===== src/rtl/fetch_stage_if.sv =====
// ---------------------------------------------------------------------------
// Module   : fetch_stage_if
// Purpose  : memory request/response, decode and redirect bus of fetch_stage.
// Revision : 1.0
// ---------------------------------------------------------------------------
`default_nettype none

interface fetch_stage_if #(
  parameter int NUM_LANES = 8
);
  logic                 mem_req_valid;
  logic [63:0]          mem_req_addr;
  logic                 mem_req_ready;
  logic                 mem_rsp_valid;
  logic [31:0]          mem_rsp_data;
  logic                 dec_valid;
  logic [63:0]          dec_pc;
  logic [31:0]          dec_insn;
  logic [NUM_LANES-1:0] dec_exec_mask;
  logic                 dec_busy;
  logic                 redir_valid;
  logic [63:0]          redir_pc;
  logic [NUM_LANES-1:0] redir_exec_mask;

  modport master (
    output mem_req_valid, mem_req_addr,
    input  mem_req_ready,
    input  mem_rsp_valid, mem_rsp_data,
    output dec_valid, dec_pc, dec_insn, dec_exec_mask,
    input  dec_busy,
    input  redir_valid, redir_pc, redir_exec_mask
  );

  modport slave (
    input  mem_req_valid, mem_req_addr,
    output mem_req_ready,
    output mem_rsp_valid, mem_rsp_data,
    input  dec_valid, dec_pc, dec_insn, dec_exec_mask,
    output dec_busy,
    output redir_valid, redir_pc, redir_exec_mask
  );
endinterface

`default_nettype wire


===== src/rtl/fetch_stage.sv =====
// ---------------------------------------------------------------------------
// Module   : fetch_stage
// Purpose  : single-outstanding instruction fetch with redirect, halt and an
//            optional stall counter enabled by FETCH_PERF_COUNTERS_EN.
// Revision : 1.0
// ---------------------------------------------------------------------------
`default_nettype none

module fetch_stage #(
  parameter int          CORE_ID   = 0,
  parameter logic [63:0] RESET_PC  = 64'h0,
  parameter int          NUM_LANES = 8
) (
  input  wire logic        clk,
  input  wire logic        reset_n,
  fetch_stage_if.master    bus,
  input  wire logic        halt_in,
  output logic             halted,
  output logic [31:0]      perf_stall_cycles
);

  localparam logic [1:0] C_ST_ISSUE  = 2'd0;
  localparam logic [1:0] C_ST_WAIT   = 2'd1;
  localparam logic [1:0] C_ST_SEND   = 2'd2;
  localparam logic [1:0] C_ST_HALTED = 2'd3;

  logic [1:0]           r_state;
  logic [63:0]          r_pc;
  logic [NUM_LANES-1:0] r_mask;
  logic [31:0]          r_insn;
  logic                 r_discard;
  logic                 w_send;
  logic                 unused_core_id;

  assign unused_core_id = (CORE_ID < 0);

  always_ff @(posedge clk) begin
    if (!reset_n) begin
      r_state   <= C_ST_ISSUE;
      r_pc      <= RESET_PC;
      r_mask    <= '1;
      r_discard <= 1'b0;
      r_insn    <= '0;
    end else if (halt_in) begin
      r_state <= C_ST_HALTED;
    end else begin
      case (r_state)
        C_ST_ISSUE: begin
          if (bus.redir_valid) begin
            r_pc   <= bus.redir_pc;
            r_mask <= bus.redir_exec_mask;
          end else if (bus.mem_req_ready) begin
            r_state <= C_ST_WAIT;
          end
        end
        C_ST_WAIT: begin
          // A redirect without the response in hand must wait for it and drop it.
          if (bus.redir_valid) begin
            r_pc   <= bus.redir_pc;
            r_mask <= bus.redir_exec_mask;
            if (bus.mem_rsp_valid) begin
              r_discard <= 1'b0;
              r_state   <= C_ST_ISSUE;
            end else begin
              r_discard <= 1'b1;
            end
          end else if (bus.mem_rsp_valid) begin
            if (r_discard) begin
              r_discard <= 1'b0;
              r_state   <= C_ST_ISSUE;
            end else begin
              r_insn  <= bus.mem_rsp_data;
              r_state <= C_ST_SEND;
            end
          end
        end
        C_ST_SEND: begin
          if (bus.redir_valid) begin
            r_pc    <= bus.redir_pc;
            r_mask  <= bus.redir_exec_mask;
            r_state <= C_ST_ISSUE;
          end else if (!bus.dec_busy) begin
            r_pc    <= r_pc + 64'd4;
            r_state <= C_ST_ISSUE;
          end
        end
        C_ST_HALTED: r_state <= C_ST_HALTED;
        default:     r_state <= C_ST_ISSUE;
      endcase
    end
  end

  assign w_send            = (r_state == C_ST_SEND);
  assign bus.mem_req_valid = reset_n && (r_state == C_ST_ISSUE);
  assign bus.mem_req_addr  = r_pc;
  assign bus.dec_valid     = w_send;
  assign bus.dec_pc        = w_send ? r_pc   : '0;
  assign bus.dec_insn      = w_send ? r_insn : '0;
  assign bus.dec_exec_mask = w_send ? r_mask : '0;
  assign halted            = (r_state == C_ST_HALTED);

`ifdef FETCH_PERF_COUNTERS_EN
  logic [31:0] r_perf;

  always_ff @(posedge clk) begin
    if (!reset_n) begin
      r_perf <= '0;
    end else if (((r_state == C_ST_WAIT) || (w_send && bus.dec_busy)) &&
                 (r_perf != 32'hFFFF_FFFF)) begin
      r_perf <= r_perf + 32'd1;
    end
  end

  assign perf_stall_cycles = r_perf;
`else
  assign perf_stall_cycles = '0;
`endif

endmodule

`default_nettype wire


===== src/flat_wrapper.sv =====
// flat-port wrapper written by rule: the top's interface ports become plain ports
module fetch_stage_flat 
#(
  parameter int          CORE_ID   = 0,
  parameter logic [63:0] RESET_PC  = 64'h0,
  parameter int          NUM_LANES = 8
)
  (clk, reset_n, halt_in, halted, perf_stall_cycles, bus_mem_req_valid, bus_mem_req_addr, bus_mem_req_ready, bus_mem_rsp_valid, bus_mem_rsp_data, bus_dec_valid, bus_dec_pc, bus_dec_insn, bus_dec_exec_mask, bus_dec_busy, bus_redir_valid, bus_redir_pc, bus_redir_exec_mask);
  fetch_stage_if #(.NUM_LANES(NUM_LANES)) bus_i ();
  input  wire logic clk;
  input  wire logic reset_n;
  input  wire logic halt_in;
  output logic halted;
  output logic [31:0] perf_stall_cycles;
  output wire logic [$bits(bus_i.mem_req_valid)-1:0] bus_mem_req_valid;
  output wire logic [$bits(bus_i.mem_req_addr)-1:0] bus_mem_req_addr;
  input wire logic [$bits(bus_i.mem_req_ready)-1:0] bus_mem_req_ready;
  input wire logic [$bits(bus_i.mem_rsp_valid)-1:0] bus_mem_rsp_valid;
  input wire logic [$bits(bus_i.mem_rsp_data)-1:0] bus_mem_rsp_data;
  output wire logic [$bits(bus_i.dec_valid)-1:0] bus_dec_valid;
  output wire logic [$bits(bus_i.dec_pc)-1:0] bus_dec_pc;
  output wire logic [$bits(bus_i.dec_insn)-1:0] bus_dec_insn;
  output wire logic [$bits(bus_i.dec_exec_mask)-1:0] bus_dec_exec_mask;
  input wire logic [$bits(bus_i.dec_busy)-1:0] bus_dec_busy;
  input wire logic [$bits(bus_i.redir_valid)-1:0] bus_redir_valid;
  input wire logic [$bits(bus_i.redir_pc)-1:0] bus_redir_pc;
  input wire logic [$bits(bus_i.redir_exec_mask)-1:0] bus_redir_exec_mask;
  assign bus_mem_req_valid = bus_i.mem_req_valid;
  assign bus_mem_req_addr = bus_i.mem_req_addr;
  assign bus_i.mem_req_ready = bus_mem_req_ready;
  assign bus_i.mem_rsp_valid = bus_mem_rsp_valid;
  assign bus_i.mem_rsp_data = bus_mem_rsp_data;
  assign bus_dec_valid = bus_i.dec_valid;
  assign bus_dec_pc = bus_i.dec_pc;
  assign bus_dec_insn = bus_i.dec_insn;
  assign bus_dec_exec_mask = bus_i.dec_exec_mask;
  assign bus_i.dec_busy = bus_dec_busy;
  assign bus_i.redir_valid = bus_redir_valid;
  assign bus_i.redir_pc = bus_redir_pc;
  assign bus_i.redir_exec_mask = bus_redir_exec_mask;
  fetch_stage #(.CORE_ID(CORE_ID), .RESET_PC(RESET_PC), .NUM_LANES(NUM_LANES)) u_core (.clk(clk), .reset_n(reset_n), .bus(bus_i), .halt_in(halt_in), .halted(halted), .perf_stall_cycles(perf_stall_cycles));
endmodule

===== config.mk =====
export PLATFORM = sky130hd
export DESIGN_NAME = fetch_stage_flat
export DESIGN_NICKNAME = d
export VERILOG_FILES = /design/src/rtl/fetch_stage_if.sv /design/src/rtl/fetch_stage.sv /design/src/flat_wrapper.sv
export SDC_FILE = /design/constraint.sdc
export NUM_CORES = 1
export LEC_CHECK = 0
export ABC_AREA = 1
export CAP_MARGIN = 10
export CORE_MARGIN = 4
export CORE_UTILIZATION = 35
export DETAILED_ROUTE_END_ITERATION = 12
export GPL_TIMING_DRIVEN = 0
export HOLD_SLACK_MARGIN = 0.15
export PLACE_DENSITY = 0.67
export REMOVE_ABC_BUFFERS = 1
export SYNTH_ARGS = -nofsm -noshare
export SYNTH_HDL_FRONTEND = slang
export SYNTH_SLANG_ARGS = --single-unit

===== constraint.sdc =====
create_clock -name clk -period 2.2 [get_ports clk]
set_clock_uncertainty 0.1 [all_clocks]
set_input_delay 0.44 -clock clk [delete_from_list [all_inputs] [get_ports clk]]
set_output_delay 0.44 -clock clk [all_outputs]
set_load 0.01 [all_outputs]

# Word level (Yosys, flattened, before mapping)

Index checks and enable logic that the tools add are counted.
W data, S select, Z words.

Eq/ne operators: 9
Mux-type cells: 20
Reduce and logical (&&, ||, !) cells: 11
Bitwise operators: 3
$add $sub $neg: 1

Operators with widths:

| kind                    | number |
|---|---|
| $mux W64                | 4 |
| $pmux W64 S2            | 1 |
| $add A64 B3 Y64 const B | 1 |
| $mux W32                | 1 |
| $mux W2                 | 9 |
| $ne A3 B3 Y1 const B    | 4 |
| $mux W8                 | 1 |
| $pmux W2 S4             | 1 |
| $reduce_and A4 Y1       | 2 |
| $reduce_and A3 Y1       | 2 |
| $reduce_and A5 Y1       | 1 |
| $eq A2 B2 Y1 const B    | 2 |
| $ne A4 B4 Y1 const B    | 1 |
| $reduce_bool A2 Y1      | 2 |
| $mux W1                 | 3 |
| $not A1 Y1              | 3 |
| $reduce_or A3 Y1        | 1 |
| $eq A2 B1 Y1 const B    | 1 |
| $logic_not A2 Y1        | 1 |
| $ne A2 B1 Y1 const B    | 1 |
| $reduce_or A2 Y1        | 1 |
| $logic_and A1 B1 Y1     | 1 |

Input bits: 111
Word-level logic and storage cells: 49
Bits in registers: 107
Output and inout port bits: 203

# Logic depth before layout (Yosys ltp)

Depth after elaboration: 5
Gate-level depth with buffers: 13
Mapped depth without buffers: 12

# Worst setup path after synthesis

Ideal clock, no wire load.

Path kind: register to output
Start point: reg u_core.r_state[0]
End point: out bus_dec_pc[2]
Data required time: 1.660 ns
Path buffers: 3
Cell stages (with the launch flop): 8
Slack: 0.115 ns
Arrival time: 1.545 ns
Path through: dfxtp_1 inv_1 ha_1 buf_2 clkbuf_1 clkbuf_1 nand2_1 inv_1

Longest elaborated chain between the ends: 2

Ends and longest elaborated chain:

| what                     | line               | text |
|---|---|---|
| start: declaration       | fetch_stage.sv:27  | `logic [1:0] r_state;` |
| start signal: assignment | fetch_stage.sv:39  | `r_state <= C_ST_ISSUE;` |
| start signal: assignment | fetch_stage.sv:45  | `r_state <= C_ST_HALTED;` |
| start signal: assignment | fetch_stage.sv:53  | `r_state <= C_ST_WAIT;` |
| $eq A2 B2 Y1             | fetch_stage.sv:93  | `assign w_send = (r_state == C_ST_SEND);` |
| named net bus_dec_valid  | flat_wrapper.sv:20 | `output wire logic [$bits(bus_i.dec_valid)-1:0] bus_dec_valid;` |
| $mux W64                 | fetch_stage.sv:97  | `assign bus.dec_pc = w_send ? r_pc : '0;` |
| end: declaration         | flat_wrapper.sv:21 | `output wire logic [$bits(bus_i.dec_pc)-1:0] bus_dec_pc;` |

The timed path passes the listed nets, and every way through them passes these cells.

# Worst setup path after layout

Start point: reg u_core.r_state[1]
End point: out bus_dec_pc[26]

Longest elaborated chain between the ends: 2

Ends and longest elaborated chain:

| what         | line |
|---|---|
| $eq A2 B2 Y1 | fetch_stage.sv:93 |
| $mux W64     | fetch_stage.sv:97 |

No other way between the ends.

==> metrics.md <==
| Metric | Value |
|---|---|
| Worst-Skew Late Latency | 0.36 ns |
| Arr. time, crit path | between 1.5 and 2 ns |
| # setup viols final | 0 |
| EDFF count, synth | 0 |
| Pint | roughly 3700 uW |
| Primary FF master, synth | dfxtp_1 |
| Power density over the cells | between 400 and 500 nW/um2 |
| Core Footprint | ~22000 um2 |
| Crit-path leading delay family | buffers and inverters |
| WL/cell | between 15 and 20 um |
| Total CTS buffers | 9 |
| Hold/Removal Path Class | flip-flop to flip-flop |
| PnR worst setup slack | between 0.015 and 0.02 ns |
| Initial core utilization | roughly 36% |
| Hold EP | u_core.r_mask[6]$_SDFFE_PN1P_ |
| DRC viols | 0 |
| Overflow after GRT | 0 |
| CP peak stage delay | around 0.4 ns |
| Reg power frac | 40.2% |
| Crit Path Max Fanout | 6 |
| CP Launch Type | flip-flop |
| Final Net Count | around 1800 |
| Fraction of layout cells with a size suffix above 1 | ~18% |
| CTS tree | built |
| Area grow syn2layout | 54.3% |
| Vias post-DR | ~10000 |
| First-pass GRT wire length | slightly above 50 mm |
| Clock H-tree levels | 3 |
| Worst VDD drop | between 0.3 and 0.4 mV |
| Worst Path Buf+Inv | 4 |
| Simple-Gate Fraction of Synth Area | 42.1% |
| Distinct cells, synth | 35 |
| Die area | approximately 25000 um2 |
| R2R Setup Slk | 0.04 ns |
| Detailed placer's ending HPWL | ~22 mm |
| Leading cell types in the layout, fill and taps excluded | nand2_1, nor2_1, inv_1 |
| Ys async rst share | 0% |
| Post-synthesis mux area share | 0% |
| Synth Area in Adders | less than 1% |
| Yosys reg bits | approximately 110 |
| R2r startpoint | u_core.r_state[0]$_SDFFE_PN0P_ |
| Syn avg cell area | about 5.5 um2 |
| Post-synthesis sequential area ratio | between 20% and 30% |
| CP cell instances | ha_4 -> buf_4 -> buf_8 -> nand2_1 -> inv_1 -> clkdlybuf4s15_1 |
| IO Port Bufs | around 280 |
| DRT iter0 DRCs | 737 |
| Final WL | about 36 mm |
| Root Buffer | clkbuf_16 |
| Share of total power in combinational logic | between 30% and 40% |
| Initial antenna violation count | 1 |
| Type of the worst setup path | flip-flop to output pin |
| Dpl ws | -1.86 ns |
| Compound-Gate Fraction of Synth Area | 12.4% |
| N_diodes | 0 |
| Max-Cap Viols | 0 |
| Slew Viols, Final | 0 |
| Largest family of logic cells by synthesized area | simple AND/OR/NAND/NOR gates |
| Routability cong. | ~0.93 |
| Final hold vios | 0 |
| Vias per cell | about 5 |
| Crit path time final | roughly 2.2 ns |
| CTS max path bufs | 2 |
| Die Height | about 160 um |
| GRT Overall Usage | about a quarter |
| Post-Layout Cell Count | between 1500 and 2000 |
| Peak Freq | ~460 MHz |
| Largest net degree at the start of global routing | 64 |
| Total iterations of the first detailed-routing run | 5 |
| CTS hold repair buffers | 0 |
| Min-delay src | u_core.r_mask[6]$_SDFFE_PN1P_ |
| Period utilization | between 90 and 100% |
| Leakage power | approximately 0.0058 uW |
| Switching part of the total power | between 30% and 40% |
| Hold path depth | 2 |
| Final ANT Viol Nets | 0 |
| CP max stage cell | dfxtp_4 |
| XOR/XNOR share of the synthesized area | between 1 and 1.5% |
| Ports | roughly 310 |
| Switching Power | between 2000 and 2500 uW |
| Clock transition at path regs | around 0.080 ns |
| CP required | about 1.7 ns |
| Nature of the critical path endpoint | output pin |
| Worst R2R Path Depth | 11 |
| Critical R2R Capture | u_core.bus.mem_req_addr[8]$_SDFFE_PN0P_ |
| DP Cell Count | 1922 |
| RSZ-0062 raised after global routing | true |
| Most common cell after layout, fill and taps aside | nand2_1 |
| Yosys warns | 0 |
| Synth Instances | approximately 1400 |
| Vias in the first global route | 9232 |
| Share of total power in the clock network | between 20% and 30% |
| Mapped cell area | a little under 8000 um2 |
| CTS Sinks | between 100 and 150 |
| Status | finished, final reports clean |
| FP Rows | 54 |
| Die Width | 157 um |
-- power groups by stage --
stage	registers, uW	clock network [uW]	logic (uW)
after detailed placement	2340	0	1280
after floorplan	2290	0	562
after global placement	2340	0	1250
after CTS	2300	1730	1580
final	2320	1700	1740
after global routing	2340	1790	1880
-- flip-flops by register name, summed over array words and instances, names as in the netlist --
name / cells
u_core.bus.mem_req_addr: 64
u_core.r_mask: 8
u_core.r_state: 2
u_core.r_discard: 1
u_core.r_insn: 32
-- area by class of cell --
type	instances	area (um2)
repair inverters	8	116
repair buffers	337	3370
multi-input cells	1044	4830
well taps	280	350
inverters	207	841
flip-flops and latches	107	2170
clock buffers	10	229
fillers	2197	9850
clock inverters	6	63.8
-- per-layer routing --
metal	wire (um)	GRT usage (%)
met5	13	0
met4	943	7.81
met3	3620	7.07
met2	17200	46.4
met1	13800	32.2
-- worst max path at each step --
stage	start	to	slack, ns	depth (start not counted)
after global routing	u_core.r_state[0]$_SDFFE_PN0P_	u_core.bus.mem_req_addr[8]$_SDFFE_PN0P_	-0.06	11
after detailed placement	u_core.r_state[0]$_SDFFE_PN0P_	u_core.bus.mem_req_addr[59]$_SDFFE_PN0P_	-1.86	11
after CTS	u_core.r_state[0]$_SDFFE_PN0P_	u_core.bus.mem_req_addr[59]$_SDFFE_PN0P_	-0.11	14
final	u_core.r_state[1]$_SDFFE_PN0P_	bus_dec_pc[26]	0.02	6
after floorplan	u_core.r_state[0]$_SDFFE_PN0P_	u_core.bus.mem_req_addr[47]$_SDFFE_PN0P_	-2.77	10
after global placement	u_core.r_state[0]$_SDFFE_PN0P_	u_core.bus.mem_req_addr[47]$_SDFFE_PN0P_	-5.37	10
-- cell families (layout without fill, tap and decap cells) --
logic type	Yosys count	after routing
xor gates and xnor gates	9	9
buffers and inverters	294	568
DFF	107	107
other	1	32
adders and majority gates	6	6
and+or+nand+nor	813	815
AOI/OAI and AO/OA	182	182
-- through the flow --
stage,utilization [%],setup TNS [ns],power (uW),instance area [um2],hold slack (ns)
CTS,52.9,-4.38,5600,11500,0.368
global route,54.9,-1.15,6010,12000,0.401
detailed placement,49.0,-154.50,3630,10700,0.346
finish,54.9,0,5760,12000,0.369
global placement,48.5,-702.51,3590,10600,0.337
floorplan,-,-294.30,2850,7420,0.329
-- tightest hold or removal path: stages (launching register included) --
cell	delay, ns
dfxtp_1	0.34
nand2_1	0.05
nand3_1	0.05
-- synthesized netlist by cell type, types with 3 or more instances --
master | n | area [um2]
nand2_1 | 452 | 1700
nor2_1 | 253 | 950
inv_1 | 203 | 762
dfxtp_1 | 107 | 2140
o21ai_0 | 85 | 425
nand3_1 | 74 | 370
a21oi_1 | 73 | 365
clkbuf_1 | 43 | 161
buf_4 | 32 | 240
nand4_1 | 14 | 87.6
buf_2 | 10 | 50.1
xor2_1 | 8 | 70.1
ha_1 | 6 | 75.1
nor3_1 | 6 | 30.0
nor2_4 | 5 | 56.3
inv_2 | 4 | 15.0
o21ai_1 | 4 | 20.0
a211oi_1 | 3 | 22.5
a221oi_1 | 3 | 26.3
nor2_2 | 3 | 18.8
o211ai_1 | 3 | 22.5
o31ai_1 | 3 | 22.5
-- timing repair --
action | in CTS | in global routing
pin swaps | 6 | 14
resized for setup | 365 | 247
setup endpoints to repair | 206 | 162
cloned | 13 | 7
setup buffers | 33 | 10
(Power assumes the default switching activity.)
